[src/rtl/multicycle_controller_if.sv]
// Handshake bundle between the multicycle sequencer and the datapath:
// decoder/ALU/memory status in, stage strobes and status counters out.
interface multicycle_controller_if #(
    parameter int CNT_W = 32
);
    // Sequencing requests
    logic             start;
    logic             halt_req;
    // Decoder class bits and datapath status
    logic             uncondbranch;
    logic             branch;
    logic             mem_read;
    logic             mem_write;
    logic             mem_to_reg;
    logic             alu_zero;
    logic             dmem_ack;
    // Stage strobes
    logic             pc_write;
    logic             pc_src;
    logic             ir_write;
    logic             alu_en;
    logic             dmem_req;
    logic             dmem_we;
    logic             rf_write_en;
    logic             wb_sel;
    // Status
    logic [2:0]       state;
    logic             busy;
    logic             mem_error;
    logic [CNT_W-1:0] instr_count;
    logic [CNT_W-1:0] cycle_count;

    // Datapath / host side
    modport master (
        output start, halt_req, uncondbranch, branch, mem_read, mem_write,
               mem_to_reg, alu_zero, dmem_ack,
        input  pc_write, pc_src, ir_write, alu_en, dmem_req, dmem_we,
               rf_write_en, wb_sel, state, busy, mem_error, instr_count,
               cycle_count
    );

    // Sequencer side
    modport slave (
        input  start, halt_req, uncondbranch, branch, mem_read, mem_write,
               mem_to_reg, alu_zero, dmem_ack,
        output pc_write, pc_src, ir_write, alu_en, dmem_req, dmem_we,
               rf_write_en, wb_sel, state, busy, mem_error, instr_count,
               cycle_count
    );
endinterface

[src/rtl/multicycle_controller.sv]
// Multicycle sequencer: walks each instruction through FETCH, DECODE,
// EXECUTE, optional MEMORY and WRITEBACK, issuing the datapath strobes
// from the registered state plus the class bits latched in DECODE.
module multicycle_controller #(
    parameter int WORD        = 64,
    parameter int CNT_W       = 32,
    parameter int MEM_TIMEOUT = 15
) (
    input  logic                   clk,
    input  logic                   reset,
    multicycle_controller_if.slave bus
);

    localparam logic [2:0] ST_IDLE      = 3'd0;
    localparam logic [2:0] ST_FETCH     = 3'd1;
    localparam logic [2:0] ST_DECODE    = 3'd2;
    localparam logic [2:0] ST_EXECUTE   = 3'd3;
    localparam logic [2:0] ST_MEMORY    = 3'd4;
    localparam logic [2:0] ST_WRITEBACK = 3'd5;
    localparam logic [2:0] ST_ERROR     = 3'd6;

    localparam int WAIT_W = $clog2(MEM_TIMEOUT + 1);

    // The sequencer is width-agnostic; WORD is carried only so the
    // instantiation matches the datapath it is paired with.
    if (WORD < 1) begin : g_word_invalid
    end

    logic [2:0]        state_reg;
    logic [2:0]        state_next;
    logic              uc_reg;
    logic              br_reg;
    logic              ld_reg;
    logic              st_reg;
    logic              wb_sel_reg;
    logic              halt_pending_reg;
    logic              mem_error_reg;
    logic [WAIT_W-1:0] wait_cnt_reg;
    logic [CNT_W-1:0]  instr_count_reg;
    logic [CNT_W-1:0]  cycle_count_reg;
    logic              retire;
    logic              busy;
    logic              wait_expired;

    assign busy         = (state_reg != ST_IDLE) && (state_reg != ST_ERROR);
    // The counter holds the number of completed MEMORY cycles, so the
    // last permitted cycle is the one where it reads MEM_TIMEOUT-1.
    assign wait_expired = (wait_cnt_reg == WAIT_W'(MEM_TIMEOUT - 1));

    // Next-state selection and retirement detection
    always_comb begin
        state_next = state_reg;
        retire     = 1'b0;
        case (state_reg)
            ST_IDLE: begin
                if (bus.start) state_next = ST_FETCH;
            end
            ST_FETCH:  state_next = ST_DECODE;
            ST_DECODE: begin
                if (bus.mem_read && bus.mem_write) state_next = ST_ERROR;
                else                               state_next = ST_EXECUTE;
            end
            ST_EXECUTE: begin
                if (uc_reg || br_reg)      retire     = 1'b1;
                else if (ld_reg || st_reg) state_next = ST_MEMORY;
                else                       state_next = ST_WRITEBACK;
            end
            ST_MEMORY: begin
                // An ack in the final permitted cycle still wins over timeout
                if (bus.dmem_ack) begin
                    if (ld_reg) state_next = ST_WRITEBACK;
                    else        retire     = 1'b1;
                end else if (wait_expired) begin
                    state_next = ST_ERROR;
                end
            end
            ST_WRITEBACK: retire = 1'b1;
            ST_ERROR:     state_next = ST_ERROR;
            default:      state_next = ST_IDLE;
        endcase
        if (retire) begin
            state_next = (halt_pending_reg || bus.halt_req) ? ST_IDLE : ST_FETCH;
        end
    end

    // Strobe decode from state and latched class bits
    always_comb begin
        bus.pc_write    = 1'b0;
        bus.pc_src      = 1'b0;
        bus.ir_write    = 1'b0;
        bus.alu_en      = 1'b0;
        bus.dmem_req    = 1'b0;
        bus.dmem_we     = 1'b0;
        bus.rf_write_en = 1'b0;
        case (state_reg)
            ST_FETCH: bus.ir_write = 1'b1;
            ST_EXECUTE: begin
                bus.alu_en = 1'b1;
                if (uc_reg) begin
                    bus.pc_write = 1'b1;
                    bus.pc_src   = 1'b1;
                end else if (br_reg) begin
                    bus.pc_write = 1'b1;
                    bus.pc_src   = bus.alu_zero;
                end
            end
            ST_MEMORY: begin
                bus.dmem_req = 1'b1;
                bus.dmem_we  = st_reg;
                bus.pc_write = st_reg && bus.dmem_ack;
            end
            ST_WRITEBACK: begin
                bus.rf_write_en = 1'b1;
                bus.pc_write    = 1'b1;
            end
            default: ;
        endcase
    end

    // State register and sticky error flag
    always_ff @(posedge clk) begin
        if (!reset) begin
            state_reg     <= ST_IDLE;
            mem_error_reg <= 1'b0;
        end else begin
            state_reg <= state_next;
            if (state_next == ST_ERROR) mem_error_reg <= 1'b1;
        end
    end

    // Instruction class bits captured once per instruction in DECODE
    always_ff @(posedge clk) begin
        if (!reset) begin
            uc_reg     <= 1'b0;
            br_reg     <= 1'b0;
            ld_reg     <= 1'b0;
            st_reg     <= 1'b0;
            wb_sel_reg <= 1'b0;
        end else if (state_reg == ST_DECODE) begin
            uc_reg     <= bus.uncondbranch;
            br_reg     <= bus.branch;
            ld_reg     <= bus.mem_read;
            st_reg     <= bus.mem_write;
            wb_sel_reg <= bus.mem_to_reg;
        end
    end

    // Memory wait counter, restarted whenever MEMORY is not occupied
    always_ff @(posedge clk) begin
        if (!reset) begin
            wait_cnt_reg <= '0;
        end else if (state_reg == ST_MEMORY) begin
            wait_cnt_reg <= wait_cnt_reg + 1'b1;
        end else begin
            wait_cnt_reg <= '0;
        end
    end

    // Halt request capture; a start+halt in IDLE arms it for one instruction
    always_ff @(posedge clk) begin
        if (!reset) begin
            halt_pending_reg <= 1'b0;
        end else if (state_next == ST_IDLE) begin
            halt_pending_reg <= 1'b0;
        end else if (state_reg == ST_IDLE && bus.start) begin
            halt_pending_reg <= bus.halt_req;
        end else if (busy) begin
            halt_pending_reg <= halt_pending_reg | bus.halt_req;
        end
    end

    // Retired-instruction and busy-cycle counters, both free-wrapping
    always_ff @(posedge clk) begin
        if (!reset) begin
            instr_count_reg <= '0;
            cycle_count_reg <= '0;
        end else begin
            if (retire) instr_count_reg <= instr_count_reg + 1'b1;
            if (busy)   cycle_count_reg <= cycle_count_reg + 1'b1;
        end
    end

    assign bus.wb_sel      = wb_sel_reg;
    assign bus.state       = state_reg;
    assign bus.busy        = busy;
    assign bus.mem_error   = mem_error_reg;
    assign bus.instr_count = instr_count_reg;
    assign bus.cycle_count = cycle_count_reg;

endmodule

[src/flat_wrapper.sv]
// flat-port wrapper written by rule: the top's interface ports become plain ports
module multicycle_controller_flat 
#(
    parameter int WORD        = 64,
    parameter int CNT_W       = 32,
    parameter int MEM_TIMEOUT = 15
)
  (clk, reset, bus_start, bus_halt_req, bus_uncondbranch, bus_branch, bus_mem_read, bus_mem_write, bus_mem_to_reg, bus_alu_zero, bus_dmem_ack, bus_pc_write, bus_pc_src, bus_ir_write, bus_alu_en, bus_dmem_req, bus_dmem_we, bus_rf_write_en, bus_wb_sel, bus_state, bus_busy, bus_mem_error, bus_instr_count, bus_cycle_count);
  multicycle_controller_if #(.CNT_W(CNT_W)) bus_i ();
  input  logic clk;
  input  logic reset;
  input wire logic [$bits(bus_i.start)-1:0] bus_start;
  input wire logic [$bits(bus_i.halt_req)-1:0] bus_halt_req;
  input wire logic [$bits(bus_i.uncondbranch)-1:0] bus_uncondbranch;
  input wire logic [$bits(bus_i.branch)-1:0] bus_branch;
  input wire logic [$bits(bus_i.mem_read)-1:0] bus_mem_read;
  input wire logic [$bits(bus_i.mem_write)-1:0] bus_mem_write;
  input wire logic [$bits(bus_i.mem_to_reg)-1:0] bus_mem_to_reg;
  input wire logic [$bits(bus_i.alu_zero)-1:0] bus_alu_zero;
  input wire logic [$bits(bus_i.dmem_ack)-1:0] bus_dmem_ack;
  output wire logic [$bits(bus_i.pc_write)-1:0] bus_pc_write;
  output wire logic [$bits(bus_i.pc_src)-1:0] bus_pc_src;
  output wire logic [$bits(bus_i.ir_write)-1:0] bus_ir_write;
  output wire logic [$bits(bus_i.alu_en)-1:0] bus_alu_en;
  output wire logic [$bits(bus_i.dmem_req)-1:0] bus_dmem_req;
  output wire logic [$bits(bus_i.dmem_we)-1:0] bus_dmem_we;
  output wire logic [$bits(bus_i.rf_write_en)-1:0] bus_rf_write_en;
  output wire logic [$bits(bus_i.wb_sel)-1:0] bus_wb_sel;
  output wire logic [$bits(bus_i.state)-1:0] bus_state;
  output wire logic [$bits(bus_i.busy)-1:0] bus_busy;
  output wire logic [$bits(bus_i.mem_error)-1:0] bus_mem_error;
  output wire logic [$bits(bus_i.instr_count)-1:0] bus_instr_count;
  output wire logic [$bits(bus_i.cycle_count)-1:0] bus_cycle_count;
  assign bus_i.start = bus_start;
  assign bus_i.halt_req = bus_halt_req;
  assign bus_i.uncondbranch = bus_uncondbranch;
  assign bus_i.branch = bus_branch;
  assign bus_i.mem_read = bus_mem_read;
  assign bus_i.mem_write = bus_mem_write;
  assign bus_i.mem_to_reg = bus_mem_to_reg;
  assign bus_i.alu_zero = bus_alu_zero;
  assign bus_i.dmem_ack = bus_dmem_ack;
  assign bus_pc_write = bus_i.pc_write;
  assign bus_pc_src = bus_i.pc_src;
  assign bus_ir_write = bus_i.ir_write;
  assign bus_alu_en = bus_i.alu_en;
  assign bus_dmem_req = bus_i.dmem_req;
  assign bus_dmem_we = bus_i.dmem_we;
  assign bus_rf_write_en = bus_i.rf_write_en;
  assign bus_wb_sel = bus_i.wb_sel;
  assign bus_state = bus_i.state;
  assign bus_busy = bus_i.busy;
  assign bus_mem_error = bus_i.mem_error;
  assign bus_instr_count = bus_i.instr_count;
  assign bus_cycle_count = bus_i.cycle_count;
  multicycle_controller #(.WORD(WORD), .CNT_W(CNT_W), .MEM_TIMEOUT(MEM_TIMEOUT)) u_core (.clk(clk), .reset(reset), .bus(bus_i));
endmodule
[config.mk]
export PLATFORM = sky130hd
export DESIGN_NAME = multicycle_controller_flat
export DESIGN_NICKNAME = d
export VERILOG_FILES = /design/src/rtl/multicycle_controller_if.sv /design/src/rtl/multicycle_controller.sv /design/src/flat_wrapper.sv
export SDC_FILE = /design/constraint.sdc
export NUM_CORES = 1
export LEC_CHECK = 0
export BUFFER_PORTS_ARGS = -buffer_cell sky130_fd_sc_hd__buf_2
export CORE_UTILIZATION = 50
export CTS_BUF_LIST = sky130_fd_sc_hd__clkbuf_4 sky130_fd_sc_hd__clkbuf_8
export CTS_CLUSTER_DIAMETER = 100
export DETAILED_ROUTE_END_ITERATION = 10
export HOLD_SLACK_MARGIN = 0.05
export PLACE_DENSITY = 0.78
export SYNTH_ARGS = -nofsm -noshare
export SYNTH_HDL_FRONTEND = slang
export SYNTH_SLANG_ARGS = --single-unit
export TNS_END_PERCENT = 5
[constraint.sdc]
create_clock -name clk -period 2.1 [get_ports clk]
set_input_delay 0.105 -clock clk [delete_from_list [all_inputs] [get_ports clk]]
set_output_delay 0.105 -clock clk [all_outputs]
set_load 0.02 [all_outputs]
==> results.json, run 1 <==
{
  "finalWeightedCongestion": 0.858,
  "multi_input_comb_area_mm2": 0.00205,
  "grt_pass1_wl_mm": 14.8,
  "ys.flop_type": "dfxtp_1",
  "drtIter0Drc": 195,
  "clk_pin_slew_worst_paths_ps": 80,
  "fp.dieH_um": 88.0,
  "hold_violations": 0,
  "fin_ws_ps": 37.7,
  "dp.cells": 648,
  "crit_fanout": 9,
  "utilization": 0.683,
  "avgSynthCellArea_um2": 8.22,
  "drive_above_1_share": 0.283,
  "ant_nets": 0,
  "synthTopCellsByCount": "78 x dfxtp_1, 61 x nor2_1, 34 x a21oi_1, 26 x xnor2_1",
  "coreArea_mm2": 0.00698,
  "grtUsageTotal": 0.246,
  "hp-class": "input pin to flip-flop",
  "antennaDiodeCount": 0,
  "clock_sinks": 78,
  "yosys-top-cells-area": "dfxtp_1 42%, nor2_1 6.2%, xnor2_1 6.2%",
  "synth_top_area_frac": 0.422,
  "tightest_slew_ps": 738,
  "regArea_mm2": 0.00159,
  "die_w_um": 88.0,
  "syn_nets": 465,
  "synth_top_cell_by_area": "dfxtp_1",
  "period_needed_ps": 2060,
  "cap_violations": 0,
  "grt_max_degree": 53,
  "criticalPathCategory": "flip-flop to flip-flop",
  "postSynthCellCount": 450,
  "arrival_ps": 2340,
  "r2r-end": "u_core.bus.cycle_count[27]",
  "synth_seq_cells": 78,
  "synth_edf_count": 0,
  "portBuffers": 87,
  "synthToLayoutAreaGrowth_pct": 28.9,
  "drc": 0,
  "place_hpwl_mm": 6.53,
  "max_freq_mhz": 485,
  "route.met3.wl_um": 691,
  "cts-buffers-inserted": 9,
  "vdd_ir_drop_max_mv": 0.450,
  "overflow": 0,
  "finalSetupViolations": 0,
  "skew_ps": 10.3,
  "p_leak_nw": 1.87,
  "die-area_mm2": 0.00774,
  "start_util": 0.530,
  "yosys_warnings": 0,
  "crit_start": "u_core.bus.cycle_count[5]",
  "synth.distinct_cells": 40,
  "wl_per_cell_um": 13.8,
  "reg2reg_depth": 5,
  "root_buffer": "clkbuf_8",
  "clock_latency_ps": 360,
  "vias": 3714,
  "post-synth-top-count-cell": "dfxtp_1",
  "wl_mm": 9.23,
  "crit_required_ps": 2380,
  "layout.cells.non_filler": 669,
  "cts_max_level": 3,
  "hold_end": "u_core.bus.instr_count[18]",
  "start_kind": "flip-flop",
  "status": "complete, no violations",
  "num_rows": 30,
  "endpoint_kind": "flip-flop",
  "grt_antenna_before_repair": 0,
  "post-place-ws_ps": 42.8,
  "syn_area_mm2": 0.00370,
  "grt_pass1_vias": 3358,
  "rsz0062_at_grt": "yes",
  "first_pass_iters": 5,
  "hold_slack_ps": 76.8,
  "wl_met2_mm": 4.36,
  "clock_path_buffers": 2,
  "slew_viol_final": 0,
  "r2r-start": "u_core.bus.cycle_count[5]",
  "cts_tree": "yes",
  "synth.yosys.seq_area_share": 0.422,
  "period_share": 0.982,
  "final_nets": 583,
  "io_pins": 88,
  "n_fill_cell": 591,
  "wl_met1_mm": 4.00,
  "slew_headroom": 0.506,
  "hold_depth": 2,
  "highest_layer": "met4",
  "async_flop_share": 0,
  "power_density_mw_per_mm2": 649,
  "r2r_slack_ps": 40,
  "hold_start": "reset",
  "viasPerCell": 5.55
}
timing repair:
action	CTS	global route
hold buffers	5	0
endpoints found under the setup margin	0	16
resized for setup	0	3
setup buffers	0	0
endpoints found under the hold margin	5	0
layout make-up:
| type | instances | area share |
|---|---|---|
| clock buffers | 11 | 0.0318 |
| repair buffers | 127 | 0.157 |
| clock inverters | 5 | 0.0118 |
| inverters | 15 | 0.0118 |
| flip-flops and latches | 78 | 0.333 |
| well taps | 96 | 0.0252 |
| multi-input cells | 337 | 0.430 |
per-stage QoR:
stage          TNS [ps]  instance area, µm²  total power [mW]
6_report              0                4770              3.09
3_5_place_dp          0                4490              1.93
4_1_cts               0                4750              3.10
5_1_grt            -143                4770              3.21
2_1_floorplan     -72.6                3760              1.79
3_3_place_gp          0                4490              1.92
logic make-up (layout without fill, tap and decap cells):
group / after synthesis / after routing / synth area share
adder cells (fa/ha/maj): 4 / 4 / 0.0135
flip-flops: 78 / 78 / 0.422
multiplexers: 8 / 8 / 0.0217
AND/OR/NAND/NOR: 194 / 194 / 0.268
AO/OA/AOI/OAI: 92 / 92 / 0.146
XOR/XNOR: 39 / 39 / 0.0924
buffers and inverters: 35 / 158 / 0.0359
worst max-delay path: stages (launching register included):
cell and delay, ps:
dfxtp_4 380, nand4_4 90, or4_4 550, or4_4 490, or3_1 340, a21oi_1 150
metal layers:
layer	track usage	up-vias
met1	0.296	1721
met5	0	-
met3	0.0716	19
met4	0.106	0
li1	-	1829
met2	0.409	145
worst max path at each step:
stage,slack (ps),end,cells after the start
floorplan,-50,u_core.bus.cycle_count[31],6
global route,-50,u_core.bus.cycle_count[31],5
finish,40,u_core.bus.cycle_count[27],5
CTS,20,u_core.bus.cycle_count[27],5
detailed placement,40,u_core.bus.cycle_count[31],5
global placement,50,u_core.bus.cycle_count[31],5
cells in the final DEF, fill, tap and decap left out, types with 7 or more instances in the layout:
cell | synthesis | layout
inv_1 | 12 | 12
dfxtp_2 | 0 | 7
nor3_1 | 17 | 17
clkbuf_8 | 0 | 11
xor2_1 | 13 | 12
nand3_1 | 14 | 13
and2_1 | 7 | 7
nand2_1 | 25 | 25
mux2i_1 | 8 | 8
a21oi_1 | 34 | 33
or3_1 | 23 | 23
dfxtp_1 | 78 | 67
nor2_1 | 61 | 60
nand4_1 | 14 | 14
o21ai_0 | 25 | 25
o211ai_1 | 9 | 9
xnor2_1 | 26 | 26
buf_2 | 1 | 87
buf_4 | 0 | 35
report_power, final:
| group | internal [mW] | switching [mW] |
|---|---|---|
| Clock | 0.614 | 0.560 |
| Sequential | 1.50 | 0.0403 |
| Combinational | 0.149 | 0.223 |
| Total | 2.27 | 0.824 |
Power figures use the tool's default switching activity.
==> inputs of run 2 (changes only) <==
==> constraint.sdc (replaced) <==
create_clock -name clk -period 2.1 [get_ports clk]
set_input_delay 0.315 -clock clk [delete_from_list [all_inputs] [get_ports clk]]
set_output_delay 0.315 -clock clk [all_outputs]
set_load 0.02 [all_outputs]
==> run 2 against run 1 <==
Compared with the run above:
- first-iteration DRC count shrank 17%
- largest power group unchanged
- combinational power down 6.2%
- hold slack improved by 120 ps
- largest cell class unchanged
- sequential power about the same
==> results.json, run 2 (same netlist as run 1, synthesis figures left out) <==
{
  "status": "complete, no violations",
  "ant_nets": 0,
  "vias": 3622,
  "n_fill_cell": 594,
  "layout_common_cells": "87 x buf_2, 66 x dfxtp_1, 60 x nor2_1",
  "grt_pass1_vias": 3284,
  "slew_headroom": 0.527,
  "power_density_mw_per_mm2": 649,
  "wl_per_cell_um": 13.3,
  "hold_violations": 0,
  "fp.dieH_um": 88.0,
  "final_nets": 580,
  "finalSetupViolations": 0,
  "cap_violations": 0,
  "skew_ps": 9.64,
  "grt_pass1_wl_mm": 14.6,
  "cts_tree": "yes",
  "first_pass_iters": 4,
  "viasPerCell": 5.44,
  "io_pins": 88,
  "start_kind": "flip-flop",
  "clock_path_buffers": 2,
  "place_hpwl_mm": 6.45,
  "slew_viol_final": 0,
  "antennaDiodeCount": 0,
  "grtUsageTotal": 0.238,
  "hp-class": "input pin to flip-flop",
  "tightest_slew_ps": 704,
  "r2r_slack_ps": 20,
  "mostFrequentLayoutCell": "buf_2",
  "p_total_mw": 3.07,
  "drc": 0,
  "endpoint_kind": "flip-flop",
  "overflow": 0,
  "max_freq_mhz": 480,
  "rsz0062_at_grt": "yes",
  "num_rows": 30,
  "drive_above_1_share": 0.293,
  "clock_sinks": 78,
  "clk_pin_slew_worst_paths_ps": 80,
  "coreArea_mm2": 0.00698,
  "layout.cells.non_filler": 666,
  "portBuffers": 87,
  "drtIter0Drc": 162,
  "criticalPathCategory": "flip-flop to flip-flop",
  "finalWeightedCongestion": 0.891,
  "die-area_mm2": 0.00774,
  "grt_max_degree": 51,
  "arrival_ps": 2360,
  "clock_latency_ps": 350,
  "hold_slack_ps": 195,
  "crit_required_ps": 2380,
  "synthToLayoutAreaGrowth_pct": 27.9,
  "grt_antenna_before_repair": 0,
  "vdd_ir_drop_max_mv": 0.332,
  "cts-buffers-inserted": 9,
  "start_util": 0.530,
  "wl_mm": 8.84,
  "cts_max_level": 3,
  "p_leak_nw": 1.86,
  "crit_fanout": 9,
  "period_share": 0.992,
  "period_needed_ps": 2080,
  "die_w_um": 88.0,
  "root_buffer": "clkbuf_8",
  "dp.cells": 649
}
## run 2: cell types whose count changed in the layout (fill, tap and decap cells not counted), sizes merged
cell | before | now
buf | 122 | 124
dlygate4sd3 | 5 | 0
## run 2: metal layers
| metal | track usage | wire length (µm) | vias to the layer above |
|---|---|---|---|
| li1 | - | - | 1828 |
| met5 | 0 | 0 | - |
| met1 | 0.307 | 4090 | 1681 |
| met3 | 0.0500 | 509 | 10 |
| met4 | 0.101 | 108 | 0 |
| met2 | 0.386 | 4130 | 103 |
## run 2: path summary, 6_finish.rpt
check,endpoint,depth (start not counted),from
worst max register to register,u_core.bus.cycle_count[31],5,u_core.bus.cycle_count[5]
worst min register to register,u_core.wait_cnt_reg[0],1,u_core.wait_cnt_reg[0]
worst max-delay path,u_core.bus.cycle_count[31],5,u_core.bus.cycle_count[5]
worst min-delay path,u_core.bus.wb_sel,3,bus_mem_to_reg
## run 2: area by class of cell
cell class	count	area, µm²	share of cell area
flip-flops and latches	78	1590	0.335
clock inverters	5	56.3	0.0119
inverters	15	56.3	0.0119
repair buffers	124	713	0.151
clock buffers	11	151	0.0320
multi-input cells	337	2050	0.433
well taps	96	120	0.0254
## run 2: per-stage QoR
| stage | instance area [µm²] | worst slack (ps) | util | TNS, ps |
|---|---|---|---|---|
| global route | 4730 | -60.1 | 0.677 | -76.9 |
| floorplan | 3760 | -45.5 | - | -72.6 |
| global placement | 4500 | 51.0 | 0.644 | 0 |
| finish | 4730 | 16.3 | 0.677 | 0 |
| detailed placement | 4500 | 30.2 | 0.644 | 0 |
| CTS | 4710 | 8.89 | 0.674 | 0 |
## run 2: what timing repair did
| action | 4_1_cts | 5_1_grt |
|---|---|---|
| hold buffers | 0 | 0 |
| pin swaps | 0 | 4 |
| buffers inserted | 0 | 1 |
| cloned | 0 | 0 |
| endpoints found under the setup margin | 2 | 19 |
| resized for setup | 1 | 4 |
## run 2: critical path: stages (launching register included)
cell,delay [ps]
dfxtp_4,380
nand4_4,100
or4_4,550
or4_4,490
or3_1,360
a21oi_1,130
## run 2: report_power, final
part | leakage, nW | internal (mW) | total, mW | switching, mW
registers | 0.636 | 1.50 | 1.55 | 0.0420
clock network | 0.106 | 0.614 | 1.17 | 0.559
logic | 1.12 | 0.141 | 0.350 | 0.209
==> inputs of run 3 (changes only) <==
- SETUP_SLACK_MARGIN: unset -> 0.15
==> run 3 against run 2 <==
Compared with the run above:
- setup slack gained 15 ps
- largest power group unchanged
- critical path type unchanged
- hold slack improved by 6.6 ps
- sequential share of layout area down 0.25 points
- sequential power hardly changed
- cell area up 1.2%
- core utilization up 0.82 points
- die area stayed put
==> results.json, run 3 (same netlist as run 1, synthesis figures left out) <==
{
  "coreArea_mm2": 0.00698,
  "die_w_um": 88.0,
  "grt_antenna_before_repair": 0,
  "fp.dieH_um": 88.0,
  "r2r_slack_ps": 30,
  "ant_nets": 0,
  "cp.depth": 5,
  "crit_fanout": 9,
  "cts-buffers-inserted": 9,
  "criticalPathCategory": "flip-flop to flip-flop",
  "rsz0062_at_grt": "yes",
  "grt_pass1_vias": 3262,
  "endpoint_kind": "flip-flop",
  "cts_max_level": 3,
  "skew_ps": 11.0,
  "post-place-ws_ps": 35.0,
  "synthToLayoutAreaGrowth_pct": 29.4,
  "fin_ws_ps": 31.0,
  "grt_max_degree": 35,
  "drtIter0Drc": 266,
  "num_rows": 30,
  "cap_violations": 0,
  "hold_violations": 0,
  "die-area_mm2": 0.00774,
  "drc": 0,
  "drive_above_1_share": 0.308,
  "crit_required_ps": 2380,
  "place_hpwl_mm": 6.43,
  "antennaDiodeCount": 0,
  "crit_start": "u_core.bus.cycle_count[3]",
  "p_total_mw": 3.06,
  "status": "complete, no violations",
  "utilization": 0.686,
  "finalWeightedCongestion": 0.846,
  "overflow": 0,
  "path_buf_inv": 0,
  "period_needed_ps": 2070,
  "mostFrequentLayoutCell": "buf_2",
  "clock_latency_ps": 350,
  "io_pins": 88,
  "tightest_slew_ps": 931,
  "p_leak_nw": 1.89,
  "slew_headroom": 0.379,
  "arrival_ps": 2350,
  "start_util": 0.530,
  "final_nets": 569,
  "hold_slack_ps": 201,
  "start_kind": "flip-flop",
  "crit_top_cell": "or4_4",
  "crit_path_top_delay_cell": "or4_4",
  "power_density_mw_per_mm2": 639,
  "finalSetupViolations": 0,
  "period_share": 0.985,
  "worstPathCellList": "nand4_4 -> or4_4 -> or4_4 -> or3_1 -> a21oi_1",
  "grtUsageTotal": 0.236,
  "wl_per_cell_um": 14.1,
  "max_freq_mhz": 483,
  "grt_pass1_wl_mm": 14.5,
  "portBuffers": 87,
  "r2r-start": "u_core.bus.cycle_count[3]",
  "layout_common_cells": "86 x buf_2, 62 x dfxtp_1, 58 x nor2_1",
  "slew_viol_final": 0,
  "max_stage_delay_ps": 560,
  "critical_path.top_delay_family": "simple AND/OR/NAND/NOR gates",
  "clk_pin_slew_worst_paths_ps": 80,
  "wl_mm": 9.24,
  "hold_depth": 3,
  "dpl_cell_area_mm2": 0.00443,
  "viasPerCell": 5.63,
  "r2r-end": "u_core.bus.cycle_count[25]",
  "ctsHoldBuffers": 0,
  "root_buffer": "clkbuf_8",
  "clock_path_buffers": 2,
  "clock_sinks": 78,
  "vdd_ir_drop_max_mv": 0.342,
  "first_pass_iters": 6,
  "reg2reg_depth": 5,
  "hp-class": "input pin to flip-flop",
  "cp-endpoint": "u_core.bus.cycle_count[25]",
  "cts_tree": "yes",
  "vias": 3688,
  "design_area_mm2": 0.00479
}
-- run 3: tightest hold or removal path: stages --
cell	delay (ps)
buf_2	70
mux2i_1	50
nor2_1	70
-- run 3: layout make-up --
class	count	area, µm²
Timing Repair Buffer	113	646
Inverter	15	56.3
Fill cell	596	2190
Clock inverter	3	43.8
Tap cell	96	120
Sequential cell	78	1590
Multi-Input combinational cell	337	2170
Clock buffer	13	160
-- run 3: power by group --
part	switching (mW)	total (mW)	internal [mW]
registers	0.0422	1.55	1.51
clock network	0.543	1.17	0.623
logic	0.214	0.347	0.134
-- run 3: repair_timing --
action                                  4_1_cts  5_1_grt
gates cloned                                  0        0
endpoints found under the hold margin         0        0
gates resized for setup                       2       30
endpoints found under the setup margin       20       31
pin swaps                                     0        7
setup buffers                                 0        1
-- run 3: routing by layer --
layer  GRT usage  share of wire  vias up
met5           0              0        -
met4      0.0954          0.017        0
met3      0.0434          0.064       17
met2       0.384           0.47      128
met1       0.310           0.45     1730
li1            -              -     1813
-- run 3: worst min path at each step --
| stage | startpoint | end | slack [ps] |
|---|---|---|---|
| final | bus_mem_to_reg | u_core.bus.wb_sel | 200 |
| after global routing | bus_uncondbranch | u_core.uc_reg | 220 |
| after CTS | bus_mem_to_reg | u_core.bus.wb_sel | 200 |
| after detailed placement | u_core.wait_cnt_reg[0] | u_core.wait_cnt_reg[0] | 460 |
| after global placement | u_core.wait_cnt_reg[0] | u_core.wait_cnt_reg[0] | 440 |
| after floorplan | u_core.wait_cnt_reg[0] | u_core.wait_cnt_reg[0] | 430 |
-- run 3: stage by stage --
| stage | TNS, ps | std cells |
|---|---|---|
| 2_1_floorplan | 0 | 450 |
| 3_3_place_gp | 0 | 638 |
| 3_5_place_dp | 0 | 638 |
| 4_1_cts | 0 | 654 |
| 5_1_grt | -181 | 655 |
| 6_report | 0 | 655 |
